--- src/rtl/led_chain_sink.sv ---
// led_chain_sink: receiver model of a cascaded 16-channel, 12-bit LED driver chain.
// All driver-side pins are oversampled on the system clock. Serial data is shifted in
// on SCLK rises and latched on XLAT rises as a grayscale or dot-correction frame.
// Per-channel PWM is regenerated from GSCLK/BLANK.
module led_chain_sink #(
  parameter int CHIPS = 3
) (
  input  logic                    clock,
  input  logic                    reset_n,
  input  logic                    led_sclk,
  input  logic                    led_sin,
  input  logic                    led_xlat,
  input  logic                    led_blank,
  input  logic                    led_gsclk,
  input  logic                    led_mode,
  output logic                    led_sout,
  output logic [16*CHIPS-1:0]     pwm_out,
  output logic [6*16*CHIPS-1:0]   dc_out,
  output logic [11:0]             gs_count,
  output logic                    frame_ok,
  output logic                    frame_err
);

  localparam int N       = 16 * CHIPS;
  localparam int GS_BITS = 192 * CHIPS;
  localparam int DC_BITS = 96 * CHIPS;

  localparam logic [9:0]  GS_LEN  = 10'(GS_BITS);
  localparam logic [9:0]  DC_LEN  = 10'(DC_BITS);
  localparam logic [9:0]  CNT_MAX = 10'd1023;
  localparam logic [11:0] GS_MAX  = 12'd4095;

  // Bit positions of the conditioned pins inside the synchronizer vectors.
  localparam int I_SCLK  = 0;
  localparam int I_SIN   = 1;
  localparam int I_XLAT  = 2;
  localparam int I_BLANK = 3;
  localparam int I_GSCLK = 4;
  localparam int I_MODE  = 5;

  // BLANK comes out of reset asserted so the outputs stay dark until the
  // streamer actively releases it.
  localparam logic [5:0] SYNC_RST = 6'b00_1000;

  // ---------------------------------------------------------------------------
  // Input conditioning
  // ---------------------------------------------------------------------------
  logic [5:0] pins_s;
  logic [5:0] sync1_q;
  logic [5:0] sync2_q;
  logic [2:0] hist_q;      // {gsclk, xlat, sclk} one stage behind sync2
  logic       sclk_rise_s;
  logic       xlat_rise_s;
  logic       gsclk_rise_s;

  assign pins_s = {led_mode, led_gsclk, led_blank, led_xlat, led_sin, led_sclk};

  // Two-flop synchronizer for every pin plus history flops for the edge-detected strobes.
  always_ff @(posedge clock or negedge reset_n) begin
    if (!reset_n) begin
      sync1_q <= SYNC_RST;
      sync2_q <= SYNC_RST;
      hist_q  <= 3'b000;
    end else begin
      sync1_q <= pins_s;
      sync2_q <= sync1_q;
      hist_q  <= {sync2_q[I_GSCLK], sync2_q[I_XLAT], sync2_q[I_SCLK]};
    end
  end

  assign sclk_rise_s  = sync2_q[I_SCLK]  & ~hist_q[0];
  assign xlat_rise_s  = sync2_q[I_XLAT]  & ~hist_q[1];
  assign gsclk_rise_s = sync2_q[I_GSCLK] & ~hist_q[2];

  // ---------------------------------------------------------------------------
  // Serial shift register and bit counter
  // ---------------------------------------------------------------------------
  logic [GS_BITS-1:0] shift_d;
  logic [GS_BITS-1:0] shift_q;
  logic [9:0]         bit_cnt_d;
  logic [9:0]         bit_cnt_q;

  // Shift left on each SCLK rise; the newest bit enters at bit 0.
  always_comb begin
    shift_d = shift_q;
    if (sclk_rise_s) begin
      shift_d = {shift_q[GS_BITS-2:0], sync2_q[I_SIN]};
    end else begin
      shift_d = shift_q;
    end
  end

  // Count SCLK rises (saturating); an XLAT rise restarts the count, and an SCLK
  // rise in the same cycle already belongs to the next frame.
  always_comb begin
    bit_cnt_d = bit_cnt_q;
    if (xlat_rise_s) begin
      bit_cnt_d = sclk_rise_s ? 10'd1 : 10'd0;
    end else if (sclk_rise_s && (bit_cnt_q != CNT_MAX)) begin
      bit_cnt_d = bit_cnt_q + 10'd1;
    end else begin
      bit_cnt_d = bit_cnt_q;
    end
  end

  // Shift register and bit counter state.
  always_ff @(posedge clock or negedge reset_n) begin
    if (!reset_n) begin
      shift_q   <= {GS_BITS{1'b0}};
      bit_cnt_q <= 10'd0;
    end else begin
      shift_q   <= shift_d;
      bit_cnt_q <= bit_cnt_d;
    end
  end

  // ---------------------------------------------------------------------------
  // Frame latches and length check
  // ---------------------------------------------------------------------------
  logic [GS_BITS-1:0] gs_latch_d;
  logic [GS_BITS-1:0] gs_latch_q;
  logic [DC_BITS-1:0] dc_latch_d;
  logic [DC_BITS-1:0] dc_latch_q;
  logic               len_ok_s;
  logic               ok_pend_d;
  logic               ok_pend_q;
  logic               err_pend_d;
  logic               err_pend_q;

  // On an XLAT rise compare the bit count with the frame length for the current
  // mode. Only a correctly sized frame is latched, so a short or long burst
  // leaves the previous image intact. The latch always sees pre-shift contents.
  always_comb begin
    gs_latch_d = gs_latch_q;
    dc_latch_d = dc_latch_q;
    len_ok_s   = 1'b0;
    ok_pend_d  = 1'b0;
    err_pend_d = 1'b0;
    if (xlat_rise_s) begin
      if (sync2_q[I_MODE]) begin
        len_ok_s = (bit_cnt_q == DC_LEN);
        if (len_ok_s) begin
          dc_latch_d = shift_q[DC_BITS-1:0];
        end else begin
          dc_latch_d = dc_latch_q;
        end
      end else begin
        len_ok_s = (bit_cnt_q == GS_LEN);
        if (len_ok_s) begin
          gs_latch_d = shift_q;
        end else begin
          gs_latch_d = gs_latch_q;
        end
      end
      ok_pend_d  = len_ok_s;
      err_pend_d = ~len_ok_s;
    end else begin
      ok_pend_d  = 1'b0;
      err_pend_d = 1'b0;
    end
  end

  // Latch registers and the first stage of the frame status pulses.
  always_ff @(posedge clock or negedge reset_n) begin
    if (!reset_n) begin
      gs_latch_q <= {GS_BITS{1'b0}};
      dc_latch_q <= {DC_BITS{1'b0}};
      ok_pend_q  <= 1'b0;
      err_pend_q <= 1'b0;
    end else begin
      gs_latch_q <= gs_latch_d;
      dc_latch_q <= dc_latch_d;
      ok_pend_q  <= ok_pend_d;
      err_pend_q <= err_pend_d;
    end
  end

  // ---------------------------------------------------------------------------
  // Grayscale counter and PWM
  // ---------------------------------------------------------------------------
  logic [11:0] gs_cnt_d;
  logic [11:0] gs_cnt_q;
  logic        done_d;
  logic        done_q;
  logic [N-1:0] pwm_d;
  logic [N-1:0] pwm_q;

  // BLANK clears the cycle and has priority over a coincident GSCLK rise. The
  // count past 4095 wraps to 0 and sets done, which freezes the cycle until BLANK.
  always_comb begin
    gs_cnt_d = gs_cnt_q;
    done_d   = done_q;
    if (sync2_q[I_BLANK]) begin
      gs_cnt_d = 12'd0;
      done_d   = 1'b0;
    end else if (gsclk_rise_s && !done_q) begin
      if (gs_cnt_q == GS_MAX) begin
        gs_cnt_d = 12'd0;
        done_d   = 1'b1;
      end else begin
        gs_cnt_d = gs_cnt_q + 12'd1;
        done_d   = 1'b0;
      end
    end else begin
      gs_cnt_d = gs_cnt_q;
      done_d   = done_q;
    end
  end

  // A channel is lit while the counter is below its grayscale value, so 0 is
  // never on and 4095 is on for 4095 GSCLK periods.
  always_comb begin
    pwm_d = {N{1'b0}};
    for (int ch = 0; ch < N; ch++) begin
      pwm_d[ch] = ~sync2_q[I_BLANK] & ~done_q & (gs_cnt_q < gs_latch_q[12*ch +: 12]);
    end
  end

  // Grayscale counter state and the registered outputs.
  always_ff @(posedge clock or negedge reset_n) begin
    if (!reset_n) begin
      gs_cnt_q    <= 12'd0;
      done_q      <= 1'b0;
      pwm_q       <= {N{1'b0}};
      frame_ok    <= 1'b0;
      frame_err   <= 1'b0;
    end else begin
      gs_cnt_q    <= gs_cnt_d;
      done_q      <= done_d;
      pwm_q       <= pwm_d;
      frame_ok    <= ok_pend_q;
      frame_err   <= err_pend_q;
    end
  end

  assign led_sout = shift_q[GS_BITS-1];
  assign pwm_out  = pwm_q;
  assign dc_out   = dc_latch_q;
  assign gs_count = gs_cnt_q;

endmodule

--- config.mk ---
export PLATFORM = sky130hd
export DESIGN_NAME = led_chain_sink
export DESIGN_NICKNAME = d
export VERILOG_FILES = /design/src/rtl/led_chain_sink.sv
export SDC_FILE = /design/constraint.sdc
export NUM_CORES = 2
export LEC_CHECK = 0
export BUFFER_PORTS_ARGS = -buffer_cell sky130_fd_sc_hd__buf_4
export CORE_AREA = 2 2 458 460
export CTS_CLUSTER_DIAMETER = 40
export CTS_CLUSTER_SIZE = 16
export DETAILED_ROUTE_END_ITERATION = 10
export DIE_AREA = 0 0 460 462
export MAX_ROUTING_LAYER = met4
export PLACE_DENSITY_LB_ADDON = 0.05
export SYNTH_ARGS = -nofsm -noshare
export SYNTH_HDL_FRONTEND = slang
export SYNTH_SLANG_ARGS = --single-unit
--- constraint.sdc ---
create_clock -name clock -period 3.14 [get_ports clock]
set_input_delay 0.314 -clock clock [delete_from_list [all_inputs] [get_ports clock]]
set_output_delay 0.314 -clock clock [all_outputs]
set_load 0.005 [all_outputs]
==> After elaboration in Yosys (flattened, before gate mapping) <==
Index checks and enable logic that the tools add are counted.
{ "totals": {"output_inout_bits": 351, "mem_bits_ro": 0, "latchBits": 0, "inputBits": 8, "word_cells": 147, "regBits": 1530, "ram_bits": 0, "n_memories": 0} }
{ "classes": {"n_reduce_logical": 7, "eq_ne": 4, "bitwise": 59, "multipliers": 0, "div_mod_pow": 0, "n_shift": 0, "addsub": 2, "muxes": 13, "magnitude_cmp": 48} }
{ "op_table": {"columns": ["operator", "count"], "rows": [
  ["< comparator 12 bit", 48],
  ["bitwise AND 1 bit", 52],
  ["two-way mux 12 bit", 3],
  ["two-way mux 10 bit", 2],
  ["adder 12 x 1 -> 12 bit (second input constant)", 1],
  ["equality test 12 bit (second input constant)", 1],
  ["adder 10 x 1 -> 10 bit (second input constant)", 1],
  ["equality test 10 bit (second input constant)", 1],
  ["equality test 10 x 9 -> 1 bit (second input constant)", 1],
  ["inequality test 10 bit (second input constant)", 1],
  ["two-way mux 1 bit", 8],
  ["NOT 1 bit", 7],
  ["AND reduction 3 bit", 2],
  ["nonzero test 2 bit", 2],
  ["logical AND 1 bit", 2],
  ["logical NOT 1 bit", 1]
]} }

==> Longest topological paths before layout <==
{ "logic_depth": {"ltp_word": 5, "mapped_depth": 8, "mapped_depth_nobuf": 6} }

==> Worst setup path before layout <==
OpenSTA, ideal clock, no wires.
{ "synth_path": {"path_type": "reg2reg", "from": "register gs_cnt_q[1], in the netlist gs_count[1]", "to": "register gs_cnt_q[11], in the netlist gs_count[11]", "setup_slack_ns": 0.709, "t_arrival_ns": 2.253, "setup_time_ns": 0.178, "stages_incl_launch_ff": 6, "synth_period_minus_slack_ns": 2.431, "t_required_ns": 2.962, "n_path_buf": 0, "path_cell_list": "dfrtp_1 > ha_1 > and4_1 > nand4_1 > a31oi_1 > mux2i_1"} }
{ "synth_between": {"elab_chain_cells": 4, "elab_cells_between_ends": 5, "cone_classes": "1 x add/sub; 1 x eq/ne; 3 x mux"} }
{ "synth_rtl": {"columns": ["item", "line_no", "source"], "rows": [
  ["from (decl)", "182", "logic [11:0] gs_cnt_q;"],
  ["from (signal assigned)", "228", "gs_cnt_q <= gs_cnt_d;"],
  ["adder 12 x 1 -> 12 bit / equality test 12 bit (equally long branches)", "201, 197", null],
  ["two-way mux 12 bit (*)", "197", "if (gs_cnt_q == GS_MAX) begin"],
  ["two-way mux 12 bit (*)", "196", "end else if (gsclk_rise_s && !done_q) begin"],
  ["two-way mux 12 bit (*)", "193", "if (sync2_q[I_BLANK]) begin"]
]} }
Mark *: on every way between the ends. The rest lies on a longest branch, timed or not. The select of a mux whose other input is x is not followed.
A chain may end at the register's enable or synchronous reset.

==> Worst setup path after layout <==
{ "layout_path": {"from": "register gs_cnt_q[10], in the netlist gs_count[10]", "to": "output gs_count[10]"} }
{ "layout_rtl": {"columns": ["item", "line_no", "source"], "rows": [
  ["to (decl)", "19", "output logic [11:0] gs_count,"]
]} }
No word-level cell between the ends.

==> key figures <==
Logic synthesis
  – Commonest cells in the netlist: nand2_1, dfrtp_1, mux2_4
  – Synth Cell Area: 0.0724 mm^2
  – Distinct cells, synth: 50
  – Yosys warnings: 0
  – Most area-hungry cell type in the Yosys netlist: dfrtp_1
  – Seq/Total Area, Yosys: 0.529
  – Ranking of synthesized cells by area: dfrtp_1, mux2_4, nand2_1, ha_1, inv_1
  – Asr flop ratio synth: 1.00
  – Syn Area/Cell: 11.4 um^2
  – Top_reg_cell synth: dfrtp_1
  – Syn Inst Count: 6360
  – Synth Net Count: 6899
  – #FFs+latches synth: 1530
  – Post-synth EDFFs: 0
  – Top-count cell post-synth: nand2_1
  – Top cell type's share of synthesized area: 0.528

Worst setup path
  – R2R Setup Slk: 0.56 ns
  – Worst r2r src: sync2_q[2]
  – CP Data Arrival Time: 2.34 ns
  – Reg2reg end: gs_latch_q[11]
  – Crit. Startpoint: gs_count[10]
  – Crit Path Category: reg2out
  – Worst Setup End Kind: primary output
  – Reg2Reg Depth: 6
  – CP required: 2.83 ns
  – Startpoint types: register
  – Crit path max fanout: 23

Final layout
  – Ratio of cells with drive above 1 in the final layout: 0.257
  – Multi-input logic area: 0.0306 mm^2
  – Final Net Count: 7506
  – Non-filler cells, final: 9920
  – FF+latch area: 0.0383 mm^2
  – Fillers: 19.5k
  – Synthesis-to-layout area growth: 23.9%

Clock network
  – Clk sinks: 1530
  – Clk buf depth: 4
  – Clock Latency Late Sink: 0.91 ns
  – CTS tree: done
  – H-tree Lvls: 5
  – Clock root cell: clkbuf_16
  – Reg clk slew, reported paths: 0.05 ns
  – CTS Buf Count: 311

STA
  – Fmax achieved: 377 MHz
  – Final Skew: 0.0457 ns
  – Slew Viols, Final: 0
  – RSZ-0062 raised after global routing: no
  – Minimum clock period: 2.65 ns
  – Worst-margin pin slew: 1.02 ns
  – Crit share post-route: 0.845
  – Setup TNS: 0 ns
  – Relative slew slack: 0.322
  – Endpoints failing setup: 0
  – Final hold violations: 0

Power
  – Power Density: 606 mW/mm^2
  – Worst vdd ir: 0.609 mV
  – Lkg Pwr: 48.3 nW

Detailed routing
  – # DRC: 0
  – 1st-iter DRT viols: 2185
  – Total number of vias: 46.2k
  – Post-Route WL: 185 mm
  – Mean routed wirelength per cell: 18.6 um
  – Via/cell ratio: 4.66
  – Antenna Nets Post-Route: 0
  – First-pass detailed-route iteration total: 5

Die
  – Chip width: 460 um
  – Full die area: 0.213 mm^2
  – Die height: 462 um
  – Core ar.: 0.208 mm^2
  – I/O pin cnt: 359
  – Initial Utilization: 0.348
  – FP Rows: 168

Place
  – IO Port Bufs: 358
  – Final HPWL DP: 116 mm
  – Placed Instances: 9361
  – GP Congestion: 0.750

Global route
  – Vias in the first global route: 48.9k
  – GRT overflow: 0
  – Antenna violations before repair: 3
  – All-Layer GR Usage: 0.182
  – Largest net degree at the start of global routing: 125
  – First-pass GRT wire length: 294 mm

Job
  – Max cap viols: 0

Min path
  – Hold WC Path Type: in2async

Outcome
  – Outcome: complete, no violations
worst max path at each step:
stage / endpoint
floorplan: gs_count[11]
global placement: dc_out[29]
detailed placement: gs_latch_q[13]
CTS: gs_count[10]
global route: gs_count[10]
finish: gs_count[10]
final cells by class:
type / count / share of cell area
multi-input cells: 4055 / 0.341
well taps: 2720 / 0.0379
clock inverters: 166 / 0.0226
inverters: 536 / 0.0224
diodes: 1 / 0.0000279
repair buffers: 533 / 0.0540
flip-flops and latches: 1530 / 0.427
clock buffers: 379 / 0.0946
sequential cells by signal (all words and copies together), names as in the netlist, 6 cells and up:
signal      flops
shift_q       576
bit_cnt_q      10
sync1_q         6
gs_latch_q    576
gs_count       12
sync2_q         6
pwm_out        48
dc_out        288
placed cells by master, fill, tap and decap left out, types with 24 or more instances in the layout:
cell type   Yosys  final
nand2_1      1816   1816
dfrtp_1      1528   1516
mux2_4        669    669
inv_1         536    536
ha_1          531    531
buf_4           0    456
clkbuf_16       0    319
a21oi_1       183    183
nor2_1        131    131
mux2_2        126    126
nand4_1        89     89
nand3_1        78     78
o21ai_0        77     77
mux2_1         69     69
buf_12          0     63
a211oi_1       60     60
clkinv_2        0     37
clkinvlp_4      0     36
bufinv_16       0     35
clkbuf_1      129     32
or3_1          30     30
inv_6           0     29
clkbuf_8        0     28
a21o_1         27     27
nor3_1         26     26
a211o_1        26     26
clkinv_4        0     24
where the power goes:
| part | internal (mW) | total (mW) | switching (mW) | leakage, nW |
|---|---|---|---|---|
| combinational | 0.292 | 1.18 | 0.883 | 21.9 |
| clock | 22.1 | 33.2 | 11.1 | 5.08 |
| sequential | 19.8 | 19.9 | 0.107 | 21.3 |
metrics by stage:
stage	power, mW	utilization	instance area [um^2]	hold slack, ns	worst slack [ns]
5_1_grt	56.5	0.431	89700	0.0480	0.357
6_report	54.3	0.431	89700	0.0460	0.486
2_1_floorplan	20.6	-	72400	0.0184	0.709
3_3_place_gp	21.5	0.380	79000	0.331	0.530
4_1_cts	55.4	0.431	89700	0.00297	0.301
3_5_place_dp	21.5	0.380	79000	0.286	0.562
kinds of logic (layout without fill, tap and decap cells):
kind of cell,Yosys count,count (layout),share of synthesized area
simple gates,2221,2221,0.123
flops,1530,1530,0.529
mux,866,866,0.169
buf+inv,775,1614,0.0492
fa+ha+maj,531,531,0.0918
compound gates,427,427,0.0363
xor+xnor,10,10,0.00121
other cells,0,1,0
what timing repair did:
item,CTS,global route
endpoints found under the hold margin,583,0
resized for setup,0,0
hold buffers,13,0
setup buffers,0,0
worst max-delay path, cell delays in order, from the launching register on:
cell,delay (ns)
dfrtp_4,0.82
buf_4,0.42
buf_4,0.19
metal layers:
metal	GRT usage	vias up	routed length (um)
li1	-	22400	-
met1	0.249	22800	91200
met2	0.276	734	82700
met3	0.0325	274	6850
met4	0.0527	0	4180
met5	-	-	0
Note: power is estimated with default switching activity, not from simulation.
